==> src/rtl/segment_pkg.sv <==
// Shared constants and types for the seven-segment display bus.
package segment_pkg;

  localparam int unsigned SEG_W   = 9;
  localparam int unsigned GLYPH_W = 7;
  localparam int unsigned DIGIT_W = 4;
  localparam int unsigned SEG_DP  = 7;
  localparam int unsigned SEG_RST = 8;

  // Bus value while the source display driver is held in reset.
  localparam logic [SEG_W-1:0] SEG_RESET_VAL = 9'h100;

  // Segment patterns a..g for hex digits 0..F, indexed by digit value.
  localparam logic [15:0][GLYPH_W-1:0] GLYPH_TABLE = {
    7'h71, 7'h79, 7'h5e, 7'h39, 7'h7c, 7'h77, 7'h6f, 7'h7f,
    7'h07, 7'h7d, 7'h6d, 7'h66, 7'h4f, 7'h5b, 7'h06, 7'h3f
  };

  typedef enum logic [1:0] {
    IDLE,
    SETTLE,
    LOCKED
  } seg_rb_state_t;

endpackage

==> src/rtl/seg_glyph_decode.sv <==
// Maps a 7-bit segment pattern to a decimal digit; anything but 0..9 is illegal.
module seg_glyph_decode
  import segment_pkg::*;
(
  input  logic [GLYPH_W-1:0] pattern,
  output logic [DIGIT_W-1:0] digit_c,
  output logic               illegal_c
);

  // Search the decimal glyphs only; hex letters are not a valid display.
  always_comb begin
    digit_c   = '0;
    illegal_c = 1'b1;
    for (int unsigned i = 0; i < 10; i++) begin
      if (pattern == GLYPH_TABLE[i]) begin
        digit_c   = DIGIT_W'(i);
        illegal_c = 1'b0;
      end
    end
  end

endmodule

==> src/rtl/segment_readback.sv <==
// Recovers the displayed 0..255 count from the two-digit seven-segment buses.
module segment_readback
  import segment_pkg::*;
#(
  parameter int unsigned SYNC_STAGES   = 2,
  parameter int unsigned STABLE_CYCLES = 4
) (
  input  logic             clk_i,
  input  logic             rst_i,
  input  logic [SEG_W-1:0] segment_led_1_i,
  input  logic [SEG_W-1:0] segment_led_2_i,
  output logic [7:0]       count_o,
  output logic             valid_o,
  output logic             locked_o,
  output logic             err_o
);

  localparam int unsigned BUS_W = 2 * SEG_W;
  localparam int unsigned CNT_W = 8;
  localparam int unsigned VAL_W = 10;
  localparam logic [CNT_W-1:0] CNT_MAX = CNT_W'(STABLE_CYCLES);
  localparam logic [BUS_W-1:0] BUS_RESET = {SEG_RESET_VAL, SEG_RESET_VAL};

  logic [BUS_W-1:0] sync_out;

  if (SYNC_STAGES == 0) begin : g_nosync
    assign sync_out = {segment_led_1_i, segment_led_2_i};
  end else begin : g_sync
    logic [BUS_W-1:0] sync_q [SYNC_STAGES];

    // Synchroniser chain, reset to the source-in-reset pattern.
    always_ff @(posedge clk_i) begin
      if (rst_i) begin
        for (int unsigned i = 0; i < SYNC_STAGES; i++) sync_q[i] <= BUS_RESET;
      end else begin
        sync_q[0] <= {segment_led_1_i, segment_led_2_i};
        for (int unsigned i = 1; i < SYNC_STAGES; i++) sync_q[i] <= sync_q[i-1];
      end
    end

    assign sync_out = sync_q[SYNC_STAGES-1];
  end

  logic [BUS_W-1:0] snap_q;
  logic [CNT_W-1:0] cnt_q;
  logic             diff;
  logic             src_rst;

  assign diff    = (sync_out != snap_q);
  assign src_rst = sync_out[SEG_W + SEG_RST] | sync_out[SEG_RST];

  // Snapshot and stability counter: restart on any change, saturate when steady.
  always_ff @(posedge clk_i) begin
    if (rst_i) begin
      snap_q <= BUS_RESET;
      cnt_q  <= '0;
    end else if (diff) begin
      snap_q <= sync_out;
      cnt_q  <= CNT_W'(1);
    end else if (cnt_q != CNT_MAX) begin
      cnt_q  <= cnt_q + CNT_W'(1);
    end
  end

  logic [SEG_W-1:0]   seg1;
  logic [SEG_W-1:0]   seg2;
  logic [DIGIT_W-1:0] tens;
  logic [DIGIT_W-1:0] ones;
  logic               tens_ill;
  logic               ones_ill;

  assign seg1 = snap_q[BUS_W-1:SEG_W];
  assign seg2 = snap_q[SEG_W-1:0];

  seg_glyph_decode u_dec_tens (
    .pattern   (seg1[GLYPH_W-1:0]),
    .digit_c   (tens),
    .illegal_c (tens_ill)
  );

  seg_glyph_decode u_dec_ones (
    .pattern   (seg2[GLYPH_W-1:0]),
    .digit_c   (ones),
    .illegal_c (ones_ill)
  );

  logic [1:0]       hundreds;
  logic             dp_ill;
  logic [VAL_W-1:0] value10;
  logic [7:0]       value8;
  logic             snap_legal;

  // Hundreds digit from the two dp flags; "200 but not 100" cannot be displayed.
  always_comb begin
    hundreds = 2'd0;
    dp_ill   = 1'b0;
    case ({seg1[SEG_DP], seg2[SEG_DP]})
      2'b00:   hundreds = 2'd0;
      2'b01:   hundreds = 2'd1;
      2'b11:   hundreds = 2'd2;
      default: dp_ill   = 1'b1;
    endcase
  end

  assign value10 = VAL_W'(hundreds) * VAL_W'(100) + VAL_W'(tens) * VAL_W'(10) + VAL_W'(ones);
  assign value8  = value10[7:0];
  assign snap_legal = !tens_ill && !ones_ill && !dp_ill && (value10 <= VAL_W'(255))
                      && !seg1[SEG_RST] && !seg2[SEG_RST];

  seg_rb_state_t state_q, state_d;
  logic [7:0] count_q, count_d;
  logic       locked_q, locked_d;
  logic       valid_q, valid_d;
  logic       err_q, err_d;
  logic       err_issued_q, err_issued_d;
  logic       first_q, first_d;

  // State and output registers.
  always_ff @(posedge clk_i) begin
    if (rst_i) begin
      state_q      <= IDLE;
      count_q      <= '0;
      locked_q     <= 1'b0;
      valid_q      <= 1'b0;
      err_q        <= 1'b0;
      err_issued_q <= 1'b0;
      first_q      <= 1'b1;
    end else begin
      state_q      <= state_d;
      count_q      <= count_d;
      locked_q     <= locked_d;
      valid_q      <= valid_d;
      err_q        <= err_d;
      err_issued_q <= err_issued_d;
      first_q      <= first_d;
    end
  end

  // Next state and outputs; a source in reset overrides everything.
  always_comb begin
    state_d      = state_q;
    count_d      = count_q;
    locked_d     = locked_q;
    valid_d      = 1'b0;
    err_d        = 1'b0;
    first_d      = first_q;
    err_issued_d = diff ? 1'b0 : err_issued_q;
    if (src_rst) begin
      state_d  = IDLE;
      count_d  = '0;
      locked_d = 1'b0;
      first_d  = 1'b1;
    end else begin
      case (state_q)
        IDLE: begin
          state_d = SETTLE;
        end
        SETTLE: begin
          // Only act on a snapshot that is not being replaced at this edge.
          if (!diff && (cnt_q == CNT_MAX)) begin
            if (snap_legal) begin
              state_d  = LOCKED;
              count_d  = value8;
              locked_d = 1'b1;
              valid_d  = (value8 != count_q) || first_q;
              first_d  = 1'b0;
            end else if (!err_issued_q) begin
              err_d        = 1'b1;
              err_issued_d = 1'b1;
            end
          end
        end
        LOCKED: begin
          if (diff) begin
            state_d  = SETTLE;
            locked_d = 1'b0;
          end
        end
        default: state_d = IDLE;
      endcase
    end
  end

  assign count_o  = count_q;
  assign valid_o  = valid_q;
  assign locked_o = locked_q;
  assign err_o    = err_q;

endmodule

==> config.mk <==
export PLATFORM = sky130hd
export DESIGN_NAME = segment_readback
export DESIGN_NICKNAME = d
export VERILOG_FILES = /design/src/rtl/segment_pkg.sv /design/src/rtl/seg_glyph_decode.sv /design/src/rtl/segment_readback.sv
export SDC_FILE = /design/constraint.sdc
export NUM_CORES = 1
export LEC_CHECK = 0
export BUFFER_PORTS_ARGS = -buffer_cell sky130_fd_sc_hd__buf_2
export CAP_MARGIN = 20
export CORE_MARGIN = 3
export CORE_UTILIZATION = 40
export CTS_CLUSTER_DIAMETER = 60
export DETAILED_ROUTE_END_ITERATION = 10
export MAX_ROUTING_LAYER = met4
export PLACE_DENSITY_LB_ADDON = 0.25
export REMOVE_ABC_BUFFERS = 1
export SYNTH_ARGS = -nofsm -noshare
export SYNTH_HDL_FRONTEND = slang
export SYNTH_HIERARCHICAL = 1
export SYNTH_SLANG_ARGS = --single-unit
export TNS_END_PERCENT = 1
==> constraint.sdc <==
create_clock -name clk_i -period 7.8 [get_ports clk_i]
set_input_delay 1.56 -clock clk_i [delete_from_list [all_inputs] [get_ports clk_i]]
set_output_delay 1.56 -clock clk_i [all_outputs]
set_load 0.02 [all_outputs]
==> run summary <==
The first global-routing pass estimated 11.2 mm of wire. The number of nets in the layout is 430, and the first-iteration detailed-routing DRC count is 85. The die covers 10,200 um2.

Measured along the y axis, the die boundary spans 101 um. The sequential fraction of the synthesis area is 0.428. The antenna violation net count after detailed routing was 0. The reported leakage power was 1.59 nW.

The run gives 0 as the global-route congestion overflow total. The average via count per standard cell was 4.92; the switching power summed over all nets was 0.168 mW. The H-tree generated during clock tree synthesis spans 3 levels. The logs give 2,456 for the routed via count and 4.50 mm for the final HPWL from detailed placement. The initial antenna violation count is 0, and the number of buffers inserted for hold repair after clock tree synthesis is 0.

In this run, post-CTS repair resized a total of 0 instances. The final number of setup-violating endpoints is 0. The flow ran to the end, and the final reports show no timing, DRC or antenna violations. At the pin with the least slew margin, the transition time is 0.631 ns. Clock latency on the worst-skew pair, taken at its later pin, is 0.34 ns.

The share of cells above drive strength 1 is 0.168, and the relative slew slack is 0.574. The tightest min-delay check is of the reg2reg type. The worst path needs 4.54 ns of the cycle, external delays included.

Walking the worst path, the cells encountered are xor2_1 -> o41ai_1 -> ha_1 -> ha_1 -> fa_1 -> xor2_1 -> ha_1 -> ha_1 -> and3_1 -> o22a_1 -> a21oi_1 -> and4_1 -> mux2i_1. The fraction of registers with async set or reset after synthesis works out to 0. Internal power comes to 0.582 mW. For the overall fraction of global-route tracks in use, the log shows 0.143. The logs give 0 for the max-slew violation total from the final report and 33 for the number of standard-cell rows in the floorplan. The largest individual stage delay along the critical path comes from the cell o41ai_1. Number of global-route vias before repair: 2,393. The synthesized area per cell is 10.1 um2, and the core footprint is 8460 um2. Yosys printed 6 warnings. The share of the synthesized area in the top cell type came out at 0.428. For the placed cell area, the log shows 3830 um2. Max-cap violations in this run came to 0. The share of the clock period used by the worst path was 0.582; the total of buffers placed on input and output ports was 30. Synthesis handed over a netlist of 357 instances.

The commonest cells after synthesis are dfxtp_1, nor2b_1, xnor2_1. Yosys attributes the largest share of cell area to dfxtp_1, nor2b_1, xnor2_1. The part of the total power dissipated in the clock network is 0.398.

Yosys mapped a number of flops with a built-in enable equal to 0. The run gives 0.551 as the sequential share of power. IR analysis of the VDD net gives a maximum drop of 0.000124 V. The part of the power in combinational logic is 0.051, and the detail-routed net length per standard cell is 12.6 um. The total wirelength of the detailed-routed design was 6.27 mm. In the final timing run, aggregate negative setup slack is 0 ns. Among the stages of the critical path, the cell type that occurs most often is ha_1. For the final standard cell area without fillers, the log shows 4040 um2. The worst setup path is of the reg2reg kind. The critical path contains buffers and inverters numbering 0 combined. Data arrives at the worst endpoint at 4.81 ns. The switching power as a share of total power is 0.224.

After clock tree synthesis, the clock-pin slew on the worst setup and hold paths is 0.08 ns. In this run the deepest clock path goes through 2 buffers. On the worst path, the slowest cell contributes a delay of 0.64 ns. The tools report the element type at the critical path start as a flip-flop. Among all cell types in the netlist, the one instantiated most often is dfxtp_1. For this run, design rule violations remaining after detail routing come to 0.

For the data required time at the worst endpoint, the log shows 8.07 ns. CTS placed an instance of clkbuf_8 at the clock tree root. The diode insertion count for antenna repair is 0. The biggest area contributor in the post-synthesis netlist is dfxtp_1. The run gives 0 as the post-CTS setup buffer count. The run gives 220 MHz as the highest achievable clock rate. CTS saw 77 sinks.

Highest fanout seen on the critical path: 8. For the effective utilization at floorplan, the log shows 0.425. Synthesis inferred 77 register bits. Entering global routing, the biggest net connects 65 pins. Setup repair after global routing left no endpoint under its margin. The pre-antenna-repair detailed-routing pass consisted of 4 iterations. Counting distinct cell types in the post-synthesis netlist gives 50.

The nature of the critical path endpoint is a flip-flop. The number of clock buffers added by TritonCTS is 9. The most used flip-flop cell after synthesis was dfxtp_1. Power spread over the standard cell area amounts to 186 nW/um2. The cell family contributing the most delay on the critical path is adder cells. TritonCTS built the clock tree. The synthesized netlist occupies a cell area of 3600 um2. The area growth from synthesis to final layout came out at 12.3%. Clock skew on the completed layout was measured at 0.00899 ns. Hold violation count in the final report: 0.

Chip width: 101 um. Routability-driven placement finished with a final weighted congestion of 0.789. The tools report the total I/O pin count as 31.
[through the flow]
stage | worst slack (ns) | std cells | utilization | hold slack [ns] | power, mW
after global routing | 2.89 | 499 | 0.477 | 0.449 | 0.786
after detailed placement | 3.28 | 482 | 0.453 | 0.394 | 0.461
after floorplan | 3.73 | 346 | - | 0.389 | 0.445
after global placement | 3.44 | 482 | 0.453 | 0.395 | 0.460
final | 3.26 | 499 | 0.477 | 0.411 | 0.750
after CTS | 3.26 | 498 | 0.476 | 0.412 | 0.762
[cell usage in the layout (no fill, tap or decap), types with 3 or more instances in the layout]
master    netlist  final
xor2_1          9      9
nand3_1         7      7
nand4_1        10     10
fa_1            4      4
clkbuf_8        0     10
mux2i_1         9      9
or2_2           7      7
a21oi_1         8      8
ha_1           17     17
xnor2_1        31     31
nor4_1          6      6
buf_2           0     30
nor3_1          6      6
and3_2          4      4
and3_1          4      4
inv_1           7      7
nor2b_1        52     52
o41ai_1         4      4
nor2_1          8      8
a211oi_1        3      3
nand2_1        27     27
nand2b_1        7      7
o21ai_0         3      3
o22ai_1         3      3
dfxtp_1        77     77
[power groups by stage]
| stage | clock network [mW] | registers [mW] | logic [mW] |
|---|---|---|---|
| detailed placement | 0 | 0.422 | 0.0389 |
| finish | 0.299 | 0.413 | 0.0382 |
| global route | 0.328 | 0.415 | 0.0438 |
| floorplan | 0 | 0.420 | 0.0254 |
| global placement | 0 | 0.422 | 0.0385 |
| CTS | 0.310 | 0.413 | 0.0391 |
[logic make-up after synthesis]
kind of cell	count (synthesis)	share of synthesized area
adder cells (fa/ha/maj)	21	0.0814
flip-flops	77	0.428
multiplexers	9	0.0250
AO/OA/AOI/OAI	32	0.0636
buffers and inverters	18	0.0229
XOR/XNOR	42	0.110
AND/OR/NAND/NOR	158	0.268
[per-layer routing]
metal	up-vias	part of all wire	GRT usage	wire length [um]
met1	1110	0.49	0.182	3060
met2	44	0.45	0.218	2830
met3	13	0.038	0.0381	235
met5	-	0	-	0
met4	0	0.021	0.0539	134
li1	1289	-	-	-
[final timing paths]
path / startpoint / to / slack [ns] / depth (start not counted)
worst min-delay path: g_sync.sync_q[0][8]$_SDFF_PP1_ / g_sync.sync_q[0][26]$_SDFF_PP1_ / 0.41 / 1
worst max-delay path: snap_q[12]$_SDFFE_PP0P_ / count_o[4]$_SDFFE_PP0P_ / 3.26 / 13
worst min register to register: g_sync.sync_q[0][8]$_SDFF_PP1_ / g_sync.sync_q[0][26]$_SDFF_PP1_ / 0.41 / 1
worst max register to register: snap_q[12]$_SDFFE_PP0P_ / count_o[4]$_SDFFE_PP0P_ / 3.26 / 13
[state kept, by name, indices dropped and copies added (netlist names)]
| name | cells |
|---|---|
| cnt_q | 8 |
| count_o | 8 |
| err_issued_q | 1 |
| err_o | 1 |
| first_q | 1 |
| g_sync.sync_q | 36 |
| locked_o | 1 |
| snap_q | 18 |
| state_q | 2 |
| valid_o | 1 |
[layout make-up]
type / instances / area [um2]
Clock buffer: 11 / 141
Tap cell: 105 / 131
Multi-Input combinational cell: 262 / 1970
Inverter: 7 / 26.3
Clock inverter: 5 / 60.1
Fill cell: 793 / 4420
Timing Repair Buffer: 32 / 165
Sequential cell: 77 / 1540
(Power assumes the default switching activity.)
